File: config.mk
export PLATFORM = sky130hd
export DESIGN_NAME = mudi_unit
export DESIGN_NICKNAME = d
export VERILOG_FILES = /design/src/rtl/md_pkg.sv /design/src/rtl/md_div_iter.sv /design/src/rtl/mudi_unit.sv
export SDC_FILE = /design/constraint.sdc
export NUM_CORES = 2
export LEC_CHECK = 0
export ABC_AREA = 1
export CELL_PAD_IN_SITES_DETAIL_PLACEMENT = 1
export CELL_PAD_IN_SITES_GLOBAL_PLACEMENT = 2
export CORE_ASPECT_RATIO = 1.25
export CORE_MARGIN = 2
export CORE_UTILIZATION = 30
export DETAILED_ROUTE_END_ITERATION = 12
export PLACE_DENSITY = 0.68
export SYNTH_ARGS = -nofsm -noshare
export SYNTH_HDL_FRONTEND = slang
export SYNTH_SLANG_ARGS = --single-unit
File: constraint.sdc
create_clock -name clk -period 12.6 [get_ports clk]
set_clock_uncertainty 0.15 [all_clocks]
set_input_delay 2.52 -clock clk [delete_from_list [all_inputs] [get_ports clk]]
set_output_delay 2.52 -clock clk [all_outputs]
set_load 0.01 [all_outputs]
File: src/rtl/md_pkg.sv
// Shared op codes, FSM states and op-class helpers for the multiply/divide unit.
package md_pkg;

  typedef enum logic [3:0] {
    OP_MULT  = 4'd0,
    OP_MULTU = 4'd1,
    OP_DIV   = 4'd2,
    OP_DIVU  = 4'd3,
    OP_MADD  = 4'd4,
    OP_MADDU = 4'd5,
    OP_MSUB  = 4'd6,
    OP_MSUBU = 4'd7,
    OP_MTHI  = 4'd8,
    OP_MTLO  = 4'd9,
    OP_NOP   = 4'd15
  } md_op_e;

  typedef enum logic [1:0] {ST_IDLE, ST_MUL, ST_DIV} md_state_e;

  function automatic logic is_mul(logic [3:0] op);
    return op inside {OP_MULT, OP_MULTU, OP_MADD, OP_MADDU, OP_MSUB, OP_MSUBU};
  endfunction

  function automatic logic is_div(logic [3:0] op);
    return op inside {OP_DIV, OP_DIVU};
  endfunction

  function automatic logic is_signed(logic [3:0] op);
    return op inside {OP_MULT, OP_DIV, OP_MADD, OP_MSUB};
  endfunction

  function automatic logic is_acc(logic [3:0] op);
    return op inside {OP_MADD, OP_MADDU, OP_MSUB, OP_MSUBU};
  endfunction

  function automatic logic is_sub(logic [3:0] op);
    return op inside {OP_MSUB, OP_MSUBU};
  endfunction

endpackage

File: src/rtl/md_div_iter.sv
// Restoring unsigned divider core: one quotient bit per step, MSB first.
module md_div_iter #(
  parameter int WIDTH = 32
) (
  input  logic             clk,
  input  logic             reset_n,
  input  logic             load,
  input  logic             step,
  input  logic [WIDTH-1:0] dividend,
  input  logic [WIDTH-1:0] divisor,
  output logic             q_bit,
  output logic [WIDTH-1:0] quotient,
  output logic [WIDTH-1:0] remainder,
  output logic             last
);
  localparam int CW = $clog2(WIDTH + 1);

  logic [WIDTH-1:0] rem, quo, dvs;
  logic [CW-1:0]    cnt;
  logic [WIDTH:0]   rem_sh, diff;

  // quo doubles as the dividend shift register; its MSB feeds the partial remainder
  always_comb begin
    rem_sh = {rem, quo[WIDTH-1]};
    diff   = rem_sh - {1'b0, dvs};
    q_bit  = ~diff[WIDTH];
  end

  always_ff @(posedge clk) begin
    if (!reset_n) begin
      rem <= '0;
      quo <= '0;
      dvs <= '0;
      cnt <= '0;
    end else if (load) begin
      rem <= '0;
      quo <= dividend;
      dvs <= divisor;
      cnt <= CW'(WIDTH);
    end else if (step && cnt != '0) begin
      rem <= q_bit ? diff[WIDTH-1:0] : rem_sh[WIDTH-1:0];
      quo <= {quo[WIDTH-2:0], q_bit};
      cnt <= cnt - 1'b1;
    end
  end

  assign quotient  = quo;
  assign remainder = rem;
  assign last      = (cnt == '0);

endmodule

File: src/rtl/mudi_unit.sv
// EX-stage multiply/divide unit owning HI/LO: fixed-latency multiply/MAC,
// iterative restoring divide, flushable in flight.
module mudi_unit
  import md_pkg::*;
#(
  parameter int WIDTH   = 32,
  parameter int MUL_LAT = 5
) (
  input  logic             clk,
  input  logic             reset_n,
  input  logic             req_valid,
  input  logic [3:0]       req_op,
  input  logic [WIDTH-1:0] req_a,
  input  logic [WIDTH-1:0] req_b,
  output logic             req_ready,
  output logic             start,
  input  logic             flush,
  input  logic             rd_hi,
  output logic [WIDTH-1:0] hl_rdata,
  output logic             busy,
  output logic             done,
  output logic             div_by_zero
);
  localparam int CNT_MAX = (MUL_LAT > WIDTH + 1) ? MUL_LAT : WIDTH + 1;
  localparam int CW      = $clog2(CNT_MAX + 1);

  md_state_e        state;
  logic [CW-1:0]    cnt;
  logic [WIDTH-1:0] hi, lo, a_q, b_q;
  logic [3:0]       op_q;
  logic             a_neg, b_neg;

  logic             accept, sgn_in, div_load, div_step, div_last, div_qbit_unused;
  logic [WIDTH-1:0] mag_a, mag_b, div_quo, div_rem, q_fix, r_fix;
  logic             sx_a, sx_b;
  logic [2*WIDTH-1:0] prod, mul_res;

  assign busy      = (state != ST_IDLE);
  assign req_ready = !busy;
  assign accept    = req_valid && req_ready;
  assign start     = accept && (is_mul(req_op) || is_div(req_op));
  assign hl_rdata  = rd_hi ? hi : lo;

  assign sgn_in   = is_signed(req_op);
  assign mag_a    = (sgn_in && req_a[WIDTH-1]) ? -req_a : req_a;
  assign mag_b    = (sgn_in && req_b[WIDTH-1]) ? -req_b : req_b;
  assign div_load = start && is_div(req_op);
  assign div_step = (state == ST_DIV) && !div_last;

  md_div_iter #(.WIDTH(WIDTH)) u_div (
    .clk      (clk),
    .reset_n  (reset_n),
    .load     (div_load),
    .step     (div_step),
    .dividend (mag_a),
    .divisor  (mag_b),
    .q_bit    (div_qbit_unused),
    .quotient (div_quo),
    .remainder(div_rem),
    .last     (div_last)
  );

  // Sign-extend to 2*WIDTH so a single unsigned multiply yields the right low bits for both modes
  always_comb begin
    sx_a    = is_signed(op_q) && a_q[WIDTH-1];
    sx_b    = is_signed(op_q) && b_q[WIDTH-1];
    prod    = {{WIDTH{sx_a}}, a_q} * {{WIDTH{sx_b}}, b_q};
    mul_res = prod;
    if (is_acc(op_q))
      mul_res = is_sub(op_q) ? ({hi, lo} - prod) : ({hi, lo} + prod);
    q_fix = (a_neg ^ b_neg) ? -div_quo : div_quo;
    r_fix = a_neg ? -div_rem : div_rem;
  end

  always_ff @(posedge clk) begin
    if (!reset_n) begin
      state       <= ST_IDLE;
      cnt         <= '0;
      hi          <= '0;
      lo          <= '0;
      a_q         <= '0;
      b_q         <= '0;
      op_q        <= OP_NOP;
      a_neg       <= 1'b0;
      b_neg       <= 1'b0;
      done        <= 1'b0;
      div_by_zero <= 1'b0;
    end else begin
      done <= 1'b0;
      case (state)
        ST_IDLE: if (accept) begin
          if (req_op == OP_MTHI) hi <= req_a;
          else if (req_op == OP_MTLO) lo <= req_a;
          else if (start) begin
            op_q        <= req_op;
            a_q         <= req_a;
            b_q         <= req_b;
            a_neg       <= sgn_in && req_a[WIDTH-1];
            b_neg       <= sgn_in && req_b[WIDTH-1];
            div_by_zero <= 1'b0;
            state       <= is_div(req_op) ? ST_DIV : ST_MUL;
            cnt         <= is_div(req_op) ? CW'(WIDTH + 1) : CW'(MUL_LAT);
          end
        end
        default: if (flush) begin
          state <= ST_IDLE;
          cnt   <= '0;
        end else begin
          cnt <= cnt - 1'b1;
          if (cnt == CW'(1)) begin
            state <= ST_IDLE;
            done  <= 1'b1;
            if (state == ST_MUL) {hi, lo} <= mul_res;
            else if (b_q == '0) div_by_zero <= 1'b1;
            else begin
              hi <= r_fix;
              lo <= q_fix;
            end
          end
        end
      endcase
    end
  end

endmodule

==> impl_results.md <==
- Status: complete, no violations
- Comb power frac: 70.4%
- Global-route wire length before repair: 381 mm
- Critical Path Start: b_q[23]
- Drt drc: 0
- Final ANT Viol Nets: 0
- Crit path max fanout: 18
- Async S/R FF share, synth: 0%
- Maxcap violations: 0
- IO Port Bufs: 109
- Crit path largest cell delay: 0.95 ns
- Worst Path Required: ~13 ns
- Initial Utilization: 30.2%
- Netlist cell types: 72
- Final Hold Fails: 0
- Root Driver: clkbuf_16
- Number of global-route vias before repair: 60300
- CTS tree: built
- Total track usage: 24.6%
- Syn Nets: between 9000 and 10000
- Sw frac: roughly 58%
- Multi-input logic area: 0.0469 mm2
- Num rows: 184
- Filler instances: around 25000
- Tot Pwr: 7750 uW
- Cells after synthesis: 8378
- FF-to-FF setup slack: 0.52 ns
- Simple-Gate Fraction of Synth Area: 19.9%
- Via density: 4.88
- Sequential fraction of the synthesis area: a little over 8%
- Fmax: 82.8 MHz
- Final Max Slew Viols: 0
- Syn Area/Cell: 7.26 um2
- Layout cell share with drive strength beyond 1: 5.26%
- EDFF count, synth: 0
- RSZ-0062 raised after global routing: false
- Synthesized cell area: 0.0608 mm2
- Maximum VDD drop: about 120 uV
- Grt ovf: 0
- Sink Count: 246
- Die ar.: between 0.2 and 0.25 mm2
- Worst slew margin: 10.9%
- Leak: 0.0323 uW
- Largest net degree at the start of global routing: 81
- Clock Power Share: 14.8%
- Main combinational cell family by area after synthesis: adder cells
- Vert. Die Dim: 508 um
- Final setup vio count: 0
- Initial antenna violation count: 7
- Core area: 0.201 mm2
- Min cycle time layout: 12.08 ns
- Total CTS buffers: 36
- Hold Crit Class: reg -> reg
- Synthesis Warnings: 0
- Sequential share of power: 14.7%
- Detailed Route Iter0 Violations: roughly 2600
- Hold_buf cts: 0
- Die W: 407 um
- IO Count: 110
- Int Power: 3270 uW
- Most used DFF post-synth: dfxtp_1
- CP Capture Type: flip-flop
- P&R area growth vs syn: 9.41%
- Drt first pass iters: 5
- Routed Wire Length: 250 mm
- Clock buffer depth: 3
- Global placer's final weighted congestion: 0.950
- Nets: between 9000 and 10000
- DR WL/cell: 22.7 um
- FF-to-FF Start: b_q[23]
- NetSw: 4480 uW
- WP data arrival: 12.45 ns
- Critical Path End: hi[13]
- Bufs and invs on worst path: 11
- Worst-Skew Late Latency: 0.61 ns
- Total number of vias: 53800
- Final period utilization: ~96%
- Post-synthesis register bit count: 246
- Adder-Cell Fraction of Synth Area: around 44%
- WP depth: 47
- Setup_tns: 0 ns
- Synth Area in XOR/XNOR: 2.97%
- Placed wire-length estimate: between 200 and 250 mm
- Clk slew on worst S/H paths: 0.06 ns
- Slowest cell on the critical path: dfxtp_1
- Worst Reg-to-Reg Cells: 47
- Tightest Pin Transition: ~1.3 ns
- CP Class: reg -> reg
- Complex-gate fraction of the synthesized area: between 10% and 20%
- Post-synthesis mux area share: 0.278%
- Startpoint class of the critical path: flip-flop
- FF/Latch Area: 0.00494 mm2
- Crit path max-delay family: adder cells
- CTS H-tree lvls: 2
- Pwr per Cell Area: 116 mW/mm2
- Reg2reg end: hi[13]
## flip-flops by register name, indices dropped and copies added, names as in the netlist
register         cells
b_q                 32
div_by_zero          1
cnt                  6
u_div.dvs           32
u_div.remainder     32
u_div.quotient      32
b_neg                1
done                 1
a_neg                1
a_q                 32
op_q                 4
state                2
hi                  32
u_div.cnt            6
lo                  32
## stage by stage
| step | hold slack (ns) | std cells | worst slack [ns] | util (%) | area (um2) |
|---|---|---|---|---|---|
| 6_report | 0.315 | 11000 | 0.521 | 33.0 | 66600 |
| 2_1_floorplan | 0.290 | 8378 | 2.79 | - | 60800 |
| 3_5_place_dp | 0.313 | 11000 | 0.0122 | 32.4 | 65200 |
| 3_3_place_gp | 0.308 | 11000 | 0.237 | 32.4 | 65200 |
| 5_1_grt | 0.333 | 11000 | 0.0926 | 33.0 | 66600 |
| 4_1_cts | 0.321 | 11000 | 0.0323 | 33.0 | 66500 |
## power by group through the flow
stage               Combinational (uW)  Clock (uW)  Sequential (uW)
finish                            5460        1150             1140
global route                      6050        1200             1150
CTS                               5480        1180             1140
detailed placement                5420           0             1160
global placement                  5410           0             1160
floorplan                         3520           0              953
## layout by cell type, fill, tap and decap left out, types with 143 or more instances in the layout
cell type	instances
xor2_1	143
dfxtp_1	235
nand3_1	191
nor2_1	455
nand2_1	2026
a21oi_1	433
inv_1	1997
fa_1	1126
o21ai_0	339
buf_4	168
ha_1	315
## worst min path at each step
stage	slack, ns	cells after the start	startpoint	endpoint
floorplan	0.29	2	u_div.dvs[11]	u_div.dvs[11]
global placement	0.31	2	b_q[4]	b_q[4]
detailed placement	0.31	2	u_div.cnt[0]	u_div.cnt[0]
CTS	0.32	2	u_div.cnt[0]	u_div.cnt[0]
global route	0.33	2	b_q[4]	b_q[4]
finish	0.32	2	u_div.cnt[0]	u_div.cnt[0]
## cell type report
| type | count | share of cell area (%) |
|---|---|---|
| inverters | 2029 | 11.4 |
| diodes | 3 | 0.0113 |
| clock buffers | 44 | 1.47 |
| clock inverters | 20 | 0.417 |
| well taps | 2697 | 5.07 |
| multi-input cells | 5705 | 70.4 |
| flip-flops and latches | 246 | 7.42 |
| repair buffers | 285 | 3.78 |
## logic make-up (layout without fill, tap and decap cells)
group / Yosys count / in the layout
AND/OR/NAND/NOR: 2957 / 2957
adder cells (fa/ha/maj): 1442 / 1442
buffers and inverters: 2427 / 2378
flip-flops: 246 / 246
XOR/XNOR: 202 / 202
AO/OA/AOI/OAI: 1089 / 1089
multiplexers: 15 / 15
other: 0 / 3
## repair_timing
item / 4_1_cts / 5_1_grt
endpoints found under the setup margin: 1 / 5
hold endpoints to repair: 0 / 0
gates resized for setup: 1 / 12
buffers inserted: 0 / 9
cloned: 0 / 0
## synthesized netlist by cell type (all sizes together), types with 3 or more instances
| master | count | area (um2) |
|---|---|---|
| a211oi | 14 | 105 |
| o31ai | 12 | 90.1 |
| nand4 | 41 | 263 |
| ha | 315 | 3940 |
| nand3 | 195 | 996 |
| clkinv | 4 | 15.0 |
| nor3 | 105 | 606 |
| nor4 | 32 | 225 |
| a31oi | 87 | 544 |
| clkbuf | 377 | 1420 |
| a21oi | 449 | 2320 |
| fa | 1127 | 22600 |
| nor2 | 484 | 1910 |
| o41ai | 4 | 35.0 |
| buf | 21 | 90.1 |
| a21o | 13 | 97.6 |
| xnor2 | 55 | 489 |
| and3 | 3 | 18.8 |
| a41oi | 5 | 43.8 |
| o21ai | 363 | 1850 |
| dfxtp | 246 | 4920 |
| mux2 | 15 | 169 |
| or2 | 31 | 194 |
| o21a | 10 | 75.1 |
| o211ai | 41 | 308 |
| nand2 | 2052 | 7760 |
| inv | 2025 | 7600 |
| a221oi | 16 | 140 |
| o221ai | 19 | 166 |
| nor3b | 3 | 27.5 |
| a21boi | 10 | 82.6 |
| o21bai | 26 | 199 |
| nand3b | 9 | 80.1 |
| xor2 | 147 | 1320 |
## tightest hold or removal path, cell delays in order, from the launching register on
cell,delay (ns)
dfxtp_1,0.31
nand2_1,0.06
a21oi_1,0.05
## per-layer routing
metal	vias up	routed length (um)	GRT usage (%)
li1	24900	-	-
met1	27800	106000	30.8
met2	864	129000	45.0
met3	301	6660	1.44
met4	6	8710	7.28
met5	-	41	0
Power figures use the tool's default switching activity.
